**config.mk**
```make
export PLATFORM = sky130hd
export DESIGN_NAME = pin_entry_ctrl
export DESIGN_NICKNAME = d
export VERILOG_FILES = /design/src/rtl/pin_entry_ctrl.sv
export SDC_FILE = /design/constraint.sdc
export NUM_CORES = 1
export LEC_CHECK = 0
export CELL_PAD_IN_SITES_DETAIL_PLACEMENT = 1
export CELL_PAD_IN_SITES_GLOBAL_PLACEMENT = 1
export CORE_MARGIN = 2
export CORE_UTILIZATION = 47
export CTS_CLUSTER_SIZE = 8
export DETAILED_ROUTE_END_ITERATION = 8
export DONT_BUFFER_PORTS = 1
export PLACE_DENSITY = 0.89
export SYNTH_ARGS = -nofsm -noshare
export SYNTH_HDL_FRONTEND = slang
export SYNTH_SLANG_ARGS = --single-unit
export TNS_END_PERCENT = 20
```
**constraint.sdc**
```tcl
create_clock -name i_clk -period 2.4 [get_ports i_clk]
set_input_delay 0.24 -clock i_clk [delete_from_list [all_inputs] [get_ports i_clk]]
set_output_delay 0.24 -clock i_clk [all_outputs]
set_load 0.01 [all_outputs]
```
**src/rtl/pin_entry_ctrl.sv**
```systemverilog
// pin_entry_ctrl: collects decimal keypad digits into a BCD PIN and strobes it
// into a downstream latch on ENTER, with clear/cancel keys and an inactivity timeout.
module pin_entry_ctrl #(
    parameter int DIGITS  = 4,
    parameter int TIMEOUT = 1000
) (
    input  logic                i_clk,
    input  logic                i_rst,
    input  logic                i_key_valid,
    input  logic [3:0]          i_key_code,
    output logic [4*DIGITS-1:0] o_pin_data,
    output logic                o_latch_en,
    output logic [3:0]          o_digit_count,
    output logic                o_busy,
    output logic                o_entry_err,
    output logic                o_timeout
);
    typedef enum logic [1:0] {S_IDLE, S_ENTRY, S_LOAD} state_t;
    state_t              r_state;
    logic [4*DIGITS-1:0] r_buf, r_pin;
    logic [3:0]          r_cnt;
    logic [15:0]         r_timer;
    logic                r_latch, r_err, r_to, r_busy;
    logic                w_digit, w_key, w_full;

    assign w_digit = i_key_valid && (i_key_code <= 4'd9);
    // codes 0xD-0xF are invisible: they neither act nor restart the timer
    assign w_key   = i_key_valid && (i_key_code <= 4'hC);
    assign w_full  = r_cnt == 4'(DIGITS);

    always_ff @(posedge i_clk) begin
        if (!i_rst) begin
            r_state <= S_IDLE;
            r_buf   <= '0;
            r_pin   <= '0;
            r_cnt   <= '0;
            r_timer <= '0;
            r_latch <= 1'b0;
            r_err   <= 1'b0;
            r_to    <= 1'b0;
            r_busy  <= 1'b0;
        end else begin
            r_latch <= 1'b0;
            r_err   <= 1'b0;
            r_to    <= 1'b0;
            case (r_state)
                S_IDLE: begin
                    if (w_digit) begin
                        r_buf   <= (4*DIGITS)'(i_key_code);
                        r_cnt   <= 4'd1;
                        r_timer <= '0;
                        r_state <= S_ENTRY;
                        r_busy  <= 1'b1;
                    end
                end
                S_ENTRY: begin
                    if (w_key) begin
                        r_timer <= '0;
                        if (w_digit) begin
                            if (w_full) r_err <= 1'b1;
                            else begin
                                r_buf <= (r_buf << 4) | (4*DIGITS)'(i_key_code);
                                r_cnt <= r_cnt + 4'd1;
                            end
                        end else if (i_key_code == 4'hA) begin
                            r_buf <= '0;
                            r_cnt <= '0;
                        end else if (i_key_code == 4'hB) begin
                            if (w_full) begin
                                r_pin   <= r_buf;
                                r_latch <= 1'b1;
                                r_state <= S_LOAD;
                            end else r_err <= 1'b1;
                        end else begin
                            r_buf   <= '0;
                            r_cnt   <= '0;
                            r_state <= S_IDLE;
                            r_busy  <= 1'b0;
                        end
                    end else if (r_timer == 16'(TIMEOUT - 1)) begin
                        r_to    <= 1'b1;
                        r_buf   <= '0;
                        r_cnt   <= '0;
                        r_timer <= '0;
                        r_state <= S_IDLE;
                        r_busy  <= 1'b0;
                    end else r_timer <= r_timer + 16'd1;
                end
                default: begin
                    r_buf   <= '0;
                    r_cnt   <= '0;
                    r_state <= S_IDLE;
                    r_busy  <= 1'b0;
                end
            endcase
        end
    end

    assign o_pin_data    = r_pin;
    assign o_latch_en    = r_latch;
    assign o_digit_count = r_cnt;
    assign o_busy        = r_busy;
    assign o_entry_err   = r_err;
    assign o_timeout     = r_to;
endmodule

```
==> results.json, run 1 <==
{
  "antenna_found_initial": 0,
  "required_ns": 2.66,
  "worst_pin_slew_ns": 0.529,
  "ys.flop_type": "dfxtp_1",
  "max_freq_mhz": 443,
  "synth-seq-cells": 58,
  "p_int_w": 0.00175,
  "viasPerCell": 5.68,
  "finClkSkew_ns": 0.00669,
  "switching_share": 0.227,
  "clkSlewWorstSetupHoldPaths_ns": 0.07,
  "clockRootBuffer": "clkbuf_8",
  "grt_pass1_wl_um": 10700,
  "areaGrowthSynthToFinish_pct": 13.2,
  "place_congestion": 0.923,
  "drv_slew": 0,
  "fin_crit_sh": 0.940,
  "syn_inst": 289,
  "cap_violations": 0,
  "powerDensity_mw_per_mm2": 763,
  "die_h_um": 78.7,
  "synth_common_cells": "dfxtp_1, nand2_1, mux2i_1",
  "yosysSeqAreaShare": 0.443,
  "seq_area_mm2": 0.00116,
  "status": "complete, no violations",
  "rr_startpoint": "o_digit_count[0]$_SDFFE_PN0P_",
  "reg2reg_depth": 7,
  "grt_max_degree": 31,
  "antenna_cells": 0,
  "grt_usage": 0.223,
  "drt-total-wl_um": 6510,
  "num-nets-final": 307,
  "r2r_setup_slack_ns": 0.14,
  "hold_slack_ns": 0.0395,
  "p_comb_frac": 0.064,
  "cts_buffer_depth": 2,
  "setup_viol": 0,
  "p_leak_nw": 1.03,
  "end_kind": "flip-flop",
  "wl_met3_um": 186,
  "synth_top_area_cell": "dfxtp_1",
  "drc": 0,
  "cts_buffers": 9,
  "ant_nets": 0,
  "slew_headroom": 0.644,
  "hold_path_end": "r_buf[3]$_SDFFE_PN0P_",
  "peakVddDrop_mv": 0.305,
  "hold_viol": 0,
  "path_max_fanout": 6,
  "synth.area.top_cells": "dfxtp_1, mux2i_1, nand2_1, nor2_1, nand3_1",
  "drt_iter0_markers": 119,
  "dr.max_layer_used": "met4",
  "hold_depth": 2,
  "timing_worst_setup_path_type": "flip-flop to flip-flop",
  "grt_pass1_vias": 2209,
  "io_pins": 31,
  "core-area_mm2": 0.00544,
  "drive_gt1_frac": 0.106,
  "slowest_delay_ns": 0.51,
  "overflow": 0,
  "die_w_um": 78.7,
  "n_fill_cell": 635,
  "p_clk_frac": 0.499,
  "initial_core_util": 0.482,
  "yosysUniqueCellTypes": 49,
  "num_rows": 27,
  "synth-edff-count": 0,
  "die_area_mm2": 0.00620,
  "min_path_type": "input port to flip-flop",
  "cts_tree": "yes",
  "multi_input_area_mm2": 0.00137,
  "synthArstFlopShare": 0,
  "wl_met2_um": 3480,
  "synth_warnings": 0,
  "fin_tns_setup_ns": 0,
  "port-buffer-count": 0,
  "synth_most_common_cell": "dfxtp_1",
  "crit_chain": "inv_1 > ha_1 > and3b_1 > a31oi_1 > o32ai_2 > or4b_1 > o211ai_1",
  "insertion_delay_ns": 0.34,
  "syn_area_per_cell_um2": 9.08,
  "slowest_stage": "dfxtp_1",
  "rsz0062_at_grt": "no",
  "wire_per_inst_um": 17.4,
  "cp.arrival_ns": 2.52,
  "dp_hpwl_um": 4500,
  "synth_nets": 299,
  "netlist_area_mm2": 0.00262,
  "vias": 2124,
  "wl_met1_um": 2780,
  "yosysTopAreaCellShare": 0.443,
  "min_period_ns": 2.26,
  "p_switching_w": 0.000514,
  "startpoint_type": "flip-flop",
  "seq_power_share": 0.437,
  "rr_endpoint": "o_digit_count[3]$_SDFFE_PN0P_",
  "cts_hold_buf": 0,
  "cts_num_sinks": 58,
  "h-tree-depth": 3,
  "hp-start": "i_key_code[3]",
  "dr.pass1.iters": 4
}
power groups by stage:
stage                     sequential (W)  combinational (W)  clock [W]
final                           0.000990           0.000144    0.00113
after global routing            0.000991           0.000156    0.00120
after CTS                       0.000990           0.000136    0.00116
after detailed placement         0.00101           0.000135          0
after global placement           0.00101           0.000131          0
after floorplan                  0.00101           0.000119          0
per-stage QoR:
| stage | area [um^2] | power [W] | util | instances | setup slack (ns) |
|---|---|---|---|---|---|
| 3_5_place_dp | 2700 | 0.00115 | 0.496 | 357 | 0.126 |
| 2_1_floorplan | 2620 | 0.00113 | - | 289 | 0.449 |
| 3_3_place_gp | 2700 | 0.00114 | 0.496 | 357 | 0.248 |
| 6_report | 2970 | 0.00227 | 0.546 | 374 | 0.145 |
| 4_1_cts | 2950 | 0.00228 | 0.542 | 373 | 0.121 |
| 5_1_grt | 2970 | 0.00235 | 0.546 | 374 | 0.0427 |
routing by layer:
layer  GRT usage  up-vias
li1            -     1037
met1       0.255     1051
met2       0.404       29
met3      0.0568        7
met4      0.0754        0
met5           0        -
cell usage in the layout, fill, tap and decap left out, types with 3 or more instances in the layout:
| master | instances |
|---|---|
| bufinv_16 | 3 |
| nand2_1 | 54 |
| a21oi_1 | 11 |
| nor3_1 | 5 |
| clkbuf_8 | 10 |
| a311oi_1 | 4 |
| dfxtp_1 | 58 |
| nand3_1 | 12 |
| xor2_1 | 6 |
| nand4b_1 | 3 |
| o211ai_1 | 3 |
| nand4_1 | 5 |
| mux2i_1 | 35 |
| or3_1 | 3 |
| inv_1 | 5 |
| buf_4 | 7 |
| ha_1 | 3 |
| nor2_1 | 32 |
layout make-up:
type                    count  area share
multi-input cells         214       0.462
flip-flops and latches     58       0.391
clock buffers              10      0.0464
clock inverters             6      0.0383
well taps                  72      0.0303
repair buffers              8      0.0244
inverters                   6     0.00759
critical path, delay by kind of cell, from the launching register on:
family,cells,cell delay [ns]
buf+inv,1,0.13
compound gates,3,0.60
simple gates,2,0.73
flops,1,0.51
fa+ha+maj,1,0.22
how the worst max path moves through the flow:
stage,cells past startpoint,slack [ns],end,from
2_1_floorplan,7,0.45,o_digit_count[3]$_SDFFE_PN0P_,o_digit_count[0]$_SDFFE_PN0P_
3_3_place_gp,6,0.25,r_buf[12]$_SDFFE_PN0P_,r_timer[3]$_SDFFE_PN0P_
3_5_place_dp,6,0.13,r_buf[11]$_SDFFE_PN0P_,r_timer[3]$_SDFFE_PN0P_
4_1_cts,6,0.12,r_buf[11]$_SDFFE_PN0P_,r_timer[3]$_SDFFE_PN0P_
5_1_grt,7,0.04,o_digit_count[3]$_SDFFE_PN0P_,o_digit_count[0]$_SDFFE_PN0P_
6_report,7,0.14,o_digit_count[3]$_SDFFE_PN0P_,o_digit_count[0]$_SDFFE_PN0P_
timing repair:
item | in CTS | in global routing
setup endpoints to repair | 0 | 3
buffers inserted | 0 | 1
gates resized for setup | 0 | 0
state kept, by name, summed over array words and instances, names as in the netlist:
register       cells
r_state            2
r_buf             16
o_busy             1
o_latch_en         1
o_entry_err        1
o_pin_data        16
o_digit_count      4
o_timeout          1
r_timer           16
cells by family after synthesis:
| logic type | synth area share |
|---|---|
| AND/OR/NAND/NOR | 0.257 |
| XOR/XNOR | 0.0234 |
| AO/OA/AOI/OAI | 0.0944 |
| adder cells (fa/ha/maj) | 0.0143 |
| multiplexers | 0.134 |
| buffers and inverters | 0.0348 |
| flip-flops | 0.443 |
No activity file was read; power rests on OpenSTA's default activity.
==> run 2: changes to the inputs <==
--- a/config.mk
+++ b/config.mk
@@ -5,14 +5,14 @@
 export SDC_FILE = /design/constraint.sdc
 export NUM_CORES = 1
 export LEC_CHECK = 0
+export BUFFER_PORTS_ARGS = -buffer_cell sky130_fd_sc_hd__buf_2
 export CELL_PAD_IN_SITES_DETAIL_PLACEMENT = 1
 export CELL_PAD_IN_SITES_GLOBAL_PLACEMENT = 1
 export CORE_MARGIN = 2
-export CORE_UTILIZATION = 47
+export CORE_UTILIZATION = 44
 export CTS_CLUSTER_SIZE = 8
 export DETAILED_ROUTE_END_ITERATION = 8
-export DONT_BUFFER_PORTS = 1
-export PLACE_DENSITY = 0.89
+export PLACE_DENSITY = 0.91
 export SYNTH_ARGS = -nofsm -noshare
 export SYNTH_HDL_FRONTEND = slang
 export SYNTH_SLANG_ARGS = --single-unit
==> run 2 against run 1 <==
Design area increased by 4.3%. Sequential power about the same. Via count increased by 10%. Largest cell class unchanged. Global-route usage increased by 0.78 points. Fmax increased by 0.96%.
==> results.json, run 2 (synthesized netlist as in run 1, its figures left out) <==
{
  "antenna_found_initial": 0,
  "rsz0062_at_grt": "no",
  "grt_max_degree": 26,
  "cts_tree": "yes",
  "io_pins": 31,
  "cts_num_sinks": 58,
  "num_rows": 28,
  "peakVddDrop_mv": 0.429,
  "cts.repair.resized": 0,
  "overflow": 0,
  "required_ns": 2.61,
  "slew_headroom": 0.658,
  "drt_iter0_markers": 78,
  "vias": 2344,
  "antenna_cells": 0,
  "grt_pass1_vias": 2403,
  "hold_viol": 0,
  "num-nets-final": 338,
  "cap_violations": 0,
  "drive_gt1_frac": 0.186,
  "timing_worst_setup_path_type": "flip-flop to flip-flop",
  "powerDensity_mw_per_mm2": 707,
  "p_leak_nw": 1.18,
  "grt_usage": 0.231,
  "dr.pass1.iters": 4,
  "setup_viol": 0,
  "worst-path-stages": 6,
  "status": "complete, no violations",
  "finClkSkew_ns": 0.0124,
  "min_period_ns": 2.23,
  "ant_nets": 0,
  "h-tree-depth": 3,
  "core-area_mm2": 0.00585,
  "layout_common_cells": "dfxtp_1, nand2_1, mux2i_1",
  "die_w_um": 81.2,
  "die_h_um": 81.2,
  "end_kind": "flip-flop",
  "mostFrequentLayoutCell": "dfxtp_1",
  "startpoint_type": "flip-flop",
  "use_met1": 0.265,
  "place_congestion": 0.739,
  "grt_pass1_wl_um": 11400,
  "wire_per_inst_um": 18.3,
  "port-buffer-count": 30,
  "fin_crit_sh": 0.931,
  "path_buf_inv": 1,
  "clockRootBuffer": "clkbuf_8",
  "viasPerCell": 5.75,
  "die_area_mm2": 0.00660,
  "use_met3": 0.0467,
  "hold_depth": 3,
  "path_max_fanout": 18,
  "insertion_delay_ns": 0.34,
  "drc": 0,
  "crit_chain": "or4_4 > nor4_4 > nor4_4 > buf_4 > o21ai_1 > nor2_1",
  "clkSlewWorstSetupHoldPaths_ns": 0.08,
  "min_path_type": "input port to flip-flop",
  "cts_buffers": 9,
  "crit_path_frequent_cell": "nor4_4",
  "areaGrowthSynthToFinish_pct": 18.1,
  "crit_family": "simple AND/OR/NAND/NOR gates",
  "cts_buffer_depth": 2,
  "fin_tns_setup_ns": 0,
  "cp.arrival_ns": 2.44,
  "max_freq_mhz": 448,
  "slowest_stage": "or4_4",
  "drv_slew": 0,
  "gr-max-usage-layer": "met2",
  "reg2reg_depth": 6,
  "fin_util": 0.530,
  "drt-total-wl_um": 7490,
  "worst_pin_slew_ns": 0.509,
  "slowest_delay_ns": 0.54,
  "dp_hpwl_um": 4820,
  "n_fill_cell": 697,
  "grtUsageMet2": 0.400,
  "initial_core_util": 0.448
}
[run 2: cell types whose count changed in the layout (fill, tap and decap cells not counted), sizes merged]
cell,delta
buf,+31
bufinv,-1
clkbuf,+1
clkinv,+1
clkinvlp,-1
[run 2: what timing repair did]
| item | 4_1_cts | 5_1_grt |
|---|---|---|
| hold buffers | 0 | 0 |
| endpoints found under the setup margin | 0 | 1 |
| buffers inserted | 0 | 3 |
[run 2: power by group]
group | switching (W) | leakage [nW] | internal (W)
registers | 0.0000156 | 0.468 | 0.000974
logic | 0.000111 | 0.603 | 0.0000676
clock network | 0.000412 | 0.109 | 0.000610
total | 0.000539 | 1.18 | 0.00165
[run 2: worst reg2reg max path: stages, from the launching register on]
cell and delay [ns]:
dfxtp_1 0.36, or4_4 0.54, nor4_4 0.42, nor4_4 0.05
buf_4 0.22, o21ai_1 0.42, nor2_1 0.10
[run 2: path summary, 6_finish.rpt]
| path | from | endpoint | slack [ns] |
|---|---|---|---|
| min reg2reg | r_buf[13]$_SDFFE_PN0P_ | r_buf[13]$_SDFFE_PN0P_ | 0.46 |
| max reg2reg | r_timer[3]$_SDFFE_PN0P_ | r_timer[5]$_SDFFE_PN0P_ | 0.17 |
| min | i_key_code[1] | r_buf[1]$_SDFFE_PN0P_ | 0.22 |
| max | r_timer[3]$_SDFFE_PN0P_ | r_timer[5]$_SDFFE_PN0P_ | 0.17 |
[run 2: cell type report]
class	instances	area, um^2	area share
clock buffer	11	141	0.0456
sequential	58	1160	0.375
clock inverter	5	77.6	0.0250
timing repair buffer	39	230	0.0743
inverter	6	22.5	0.00727
multi-input combinational	214	1370	0.443
tap	75	93.8	0.0303
[run 2: metal layers]
layer,vias up,part of all wire
met3,24,0.046
met5,-,0
met1,1142,0.42
met4,0,0.026
met2,81,0.51
li1,1097,-
[run 2: per-stage QoR]
step                      setup slack [ns]  power (W)  instance area (um^2)  instances  hold slack, ns
after CTS                           0.0834    0.00218                  3060        405           0.190
after global placement               0.259    0.00116                  2840        389           0.450
after floorplan                      0.449    0.00113                  2620        289           0.382
after global routing                0.0310    0.00227                  3100        408           0.201
final                                0.166    0.00219                  3100        408           0.216
after detailed placement             0.159    0.00117                  2840        389           0.461
==> run 3: changes to the inputs <==
--- a/config.mk
+++ b/config.mk
@@ -12,6 +12,7 @@
 export CORE_UTILIZATION = 44
 export CTS_CLUSTER_SIZE = 8
 export DETAILED_ROUTE_END_ITERATION = 8
+export GPL_TIMING_DRIVEN = 0
 export PLACE_DENSITY = 0.91
 export SYNTH_ARGS = -nofsm -noshare
 export SYNTH_HDL_FRONTEND = slang
==> constraint.sdc (replaced) <==
create_clock -name i_clk -period 2.3 [get_ports i_clk]
set_input_delay 0.23 -clock i_clk [delete_from_list [all_inputs] [get_ports i_clk]]
set_output_delay 0.23 -clock i_clk [all_outputs]
set_load 0.01 [all_outputs]
==> run 3 against run 2 <==
Combinational power barely moved. Sequential cell count is the same. Setup slack got worse by 0.050 ns. Global-route usage increased by 0.065 points. Sequential power increased by 4%. Total power is 0.76% lower. Sequential share of layout area increased by 0.13 points.
==> results.json, run 3 (synthesized netlist as in run 1, its figures left out) <==
{
  "slew_headroom": 0.454,
  "insertion_delay_ns": 0.36,
  "timing_worst_setup_path_type": "flip-flop to flip-flop",
  "p_switching_w": 0.000587,
  "slowest_delay_ns": 0.54,
  "wire_per_inst_um": 17.5,
  "r2r_setup_slack_ns": 0.12,
  "crit_chain": "or4_4 > nor4_4 > nor4_4 > nor2_8 > buf_12 > mux2i_1",
  "finClkSkew_ns": 0.0118,
  "viasPerCell": 5.59,
  "layout_common_cells": "dfxtp_1, nand2_1, mux2i_1",
  "cts_tree": "yes",
  "io_pins": 31,
  "areaGrowthSynthToFinish_pct": 17.9,
  "peakVddDrop_mv": 0.396,
  "overflow": 0,
  "min_period_ns": 2.18,
  "h-tree-depth": 3,
  "p_clk_frac": 0.443,
  "cap_violations": 0,
  "cts_num_sinks": 58,
  "drc": 0,
  "port-buffer-count": 30,
  "die_h_um": 81.2,
  "fin_cells": 410,
  "p_int_w": 0.00159,
  "initial_core_util": 0.448,
  "num-nets-final": 340,
  "dr.pass1.iters": 4,
  "die_w_um": 81.2,
  "cts_buffers": 9,
  "max_freq_mhz": 458,
  "vias": 2292,
  "required_ns": 2.57,
  "min_path_type": "input port to flip-flop",
  "powerDensity_mw_per_mm2": 702,
  "rsz0062_at_grt": "yes",
  "cp.arrival_ns": 2.46,
  "fin_util": 0.529,
  "antenna_found_initial": 0,
  "dp_cells": 394,
  "ant_nets": 0,
  "antenna_cells": 0,
  "p_comb_frac": 0.083,
  "fin_crit_sh": 0.950,
  "cts_buffer_depth": 2,
  "die_area_mm2": 0.00660,
  "drive_gt1_frac": 0.188,
  "core-area_mm2": 0.00585,
  "slowest_stage": "or4_4",
  "clockRootBuffer": "clkbuf_8",
  "hold_viol": 0,
  "grt_usage": 0.232,
  "dp_hpwl_um": 4970,
  "worst_pin_slew_ns": 0.814,
  "seq_power_share": 0.475,
  "grt_pass1_wl_um": 11400,
  "drt-total-wl_um": 7170,
  "setup_viol": 0,
  "grt_max_degree": 13,
  "grt_pass1_vias": 2330,
  "status": "complete, no violations",
  "clkSlewWorstSetupHoldPaths_ns": 0.08,
  "path_max_fanout": 10,
  "drv_slew": 0,
  "crit_path_frequent_cell": "nor4_4",
  "switching_share": 0.270,
  "end_kind": "flip-flop",
  "num_rows": 28,
  "startpoint_type": "flip-flop",
  "mostFrequentLayoutCell": "dfxtp_1",
  "drt_iter0_markers": 101,
  "place_congestion": 0.855,
  "p_leak_nw": 1.15
}
[run 3: changes by cell type in the layout (fill, tap and decap cells not counted), moves of 2 or more]
| cell | change |
|---|---|
| clkinv_2 | -2 |
| buf_4 | -7 |
| clkbuf_1 | +6 |
| dfxtp_2 | +2 |
| dfxtp_1 | -2 |
| clkinv_4 | +4 |
[run 3: critical path, delay by kind of cell (launching register included)]
family / cells / cell delay, ns
simple gates: 4 / 1.39
flops: 1 / 0.33
mux: 1 / 0.20
buf+inv: 1 / 0.18
[run 3: layout make-up]
type	count	area, um^2
buffer	11	70.1
clock buffer	9	124
clock inverter	7	80.1
fill	697	2760
inverter	6	22.5
multi-input combinational	214	1390
sequential	58	1160
tap	75	93.8
timing repair buffer	30	150
[run 3: per-layer routing]
metal,part of all wire,up-vias,global-route usage
li1,-,1106,-
met1,0.45,1130,0.280
met2,0.50,42,0.388
met3,0.033,14,0.0733
met4,0.022,0,0.0797
met5,0,-,0
[run 3: through the flow]
stage	setup slack [ns]	hold WS (ns)	TNS, ns	area, um^2	total power (W)
global route	-0.0407	0.187	-0.0512	3090	0.00225
global placement	0.159	0.450	0	2870	0.00122
detailed placement	0.0770	0.457	0	2870	0.00123
floorplan	0.349	0.372	0	2620	0.00117
CTS	0.0282	0.170	0	3070	0.00217
finish	0.116	0.174	0	3090	0.00217
[run 3: path summary, 6_finish.rpt]
path / depth (start not counted) / startpoint / end
min reg2reg: 2 / r_buf[14]$_SDFFE_PN0P_ / r_buf[14]$_SDFFE_PN0P_
max reg2reg: 6 / r_timer[15]$_SDFFE_PN0P_ / r_buf[3]$_SDFFE_PN0P_
min: 3 / i_key_code[2] / r_buf[2]$_SDFFE_PN0P_
max: 6 / r_timer[15]$_SDFFE_PN0P_ / r_buf[3]$_SDFFE_PN0P_
[run 3: power by group through the flow]
stage / Clock [W] / Combinational (W) / Sequential, W
2_1_floorplan: 0 / 0.000124 / 0.00105
3_3_place_gp: 0 / 0.000167 / 0.00105
3_5_place_dp: 0 / 0.000175 / 0.00105
4_1_cts: 0.000966 / 0.000177 / 0.00103
5_1_grt: 0.00102 / 0.000195 / 0.00103
6_report: 0.000962 / 0.000180 / 0.00103
[run 3: repair_timing]
item / 4_1_cts / 5_1_grt
hold buffers: 0 / 0
buffers inserted: 0 / 0
gates resized for setup: 0 / 8
setup endpoints to repair: 0 / 31
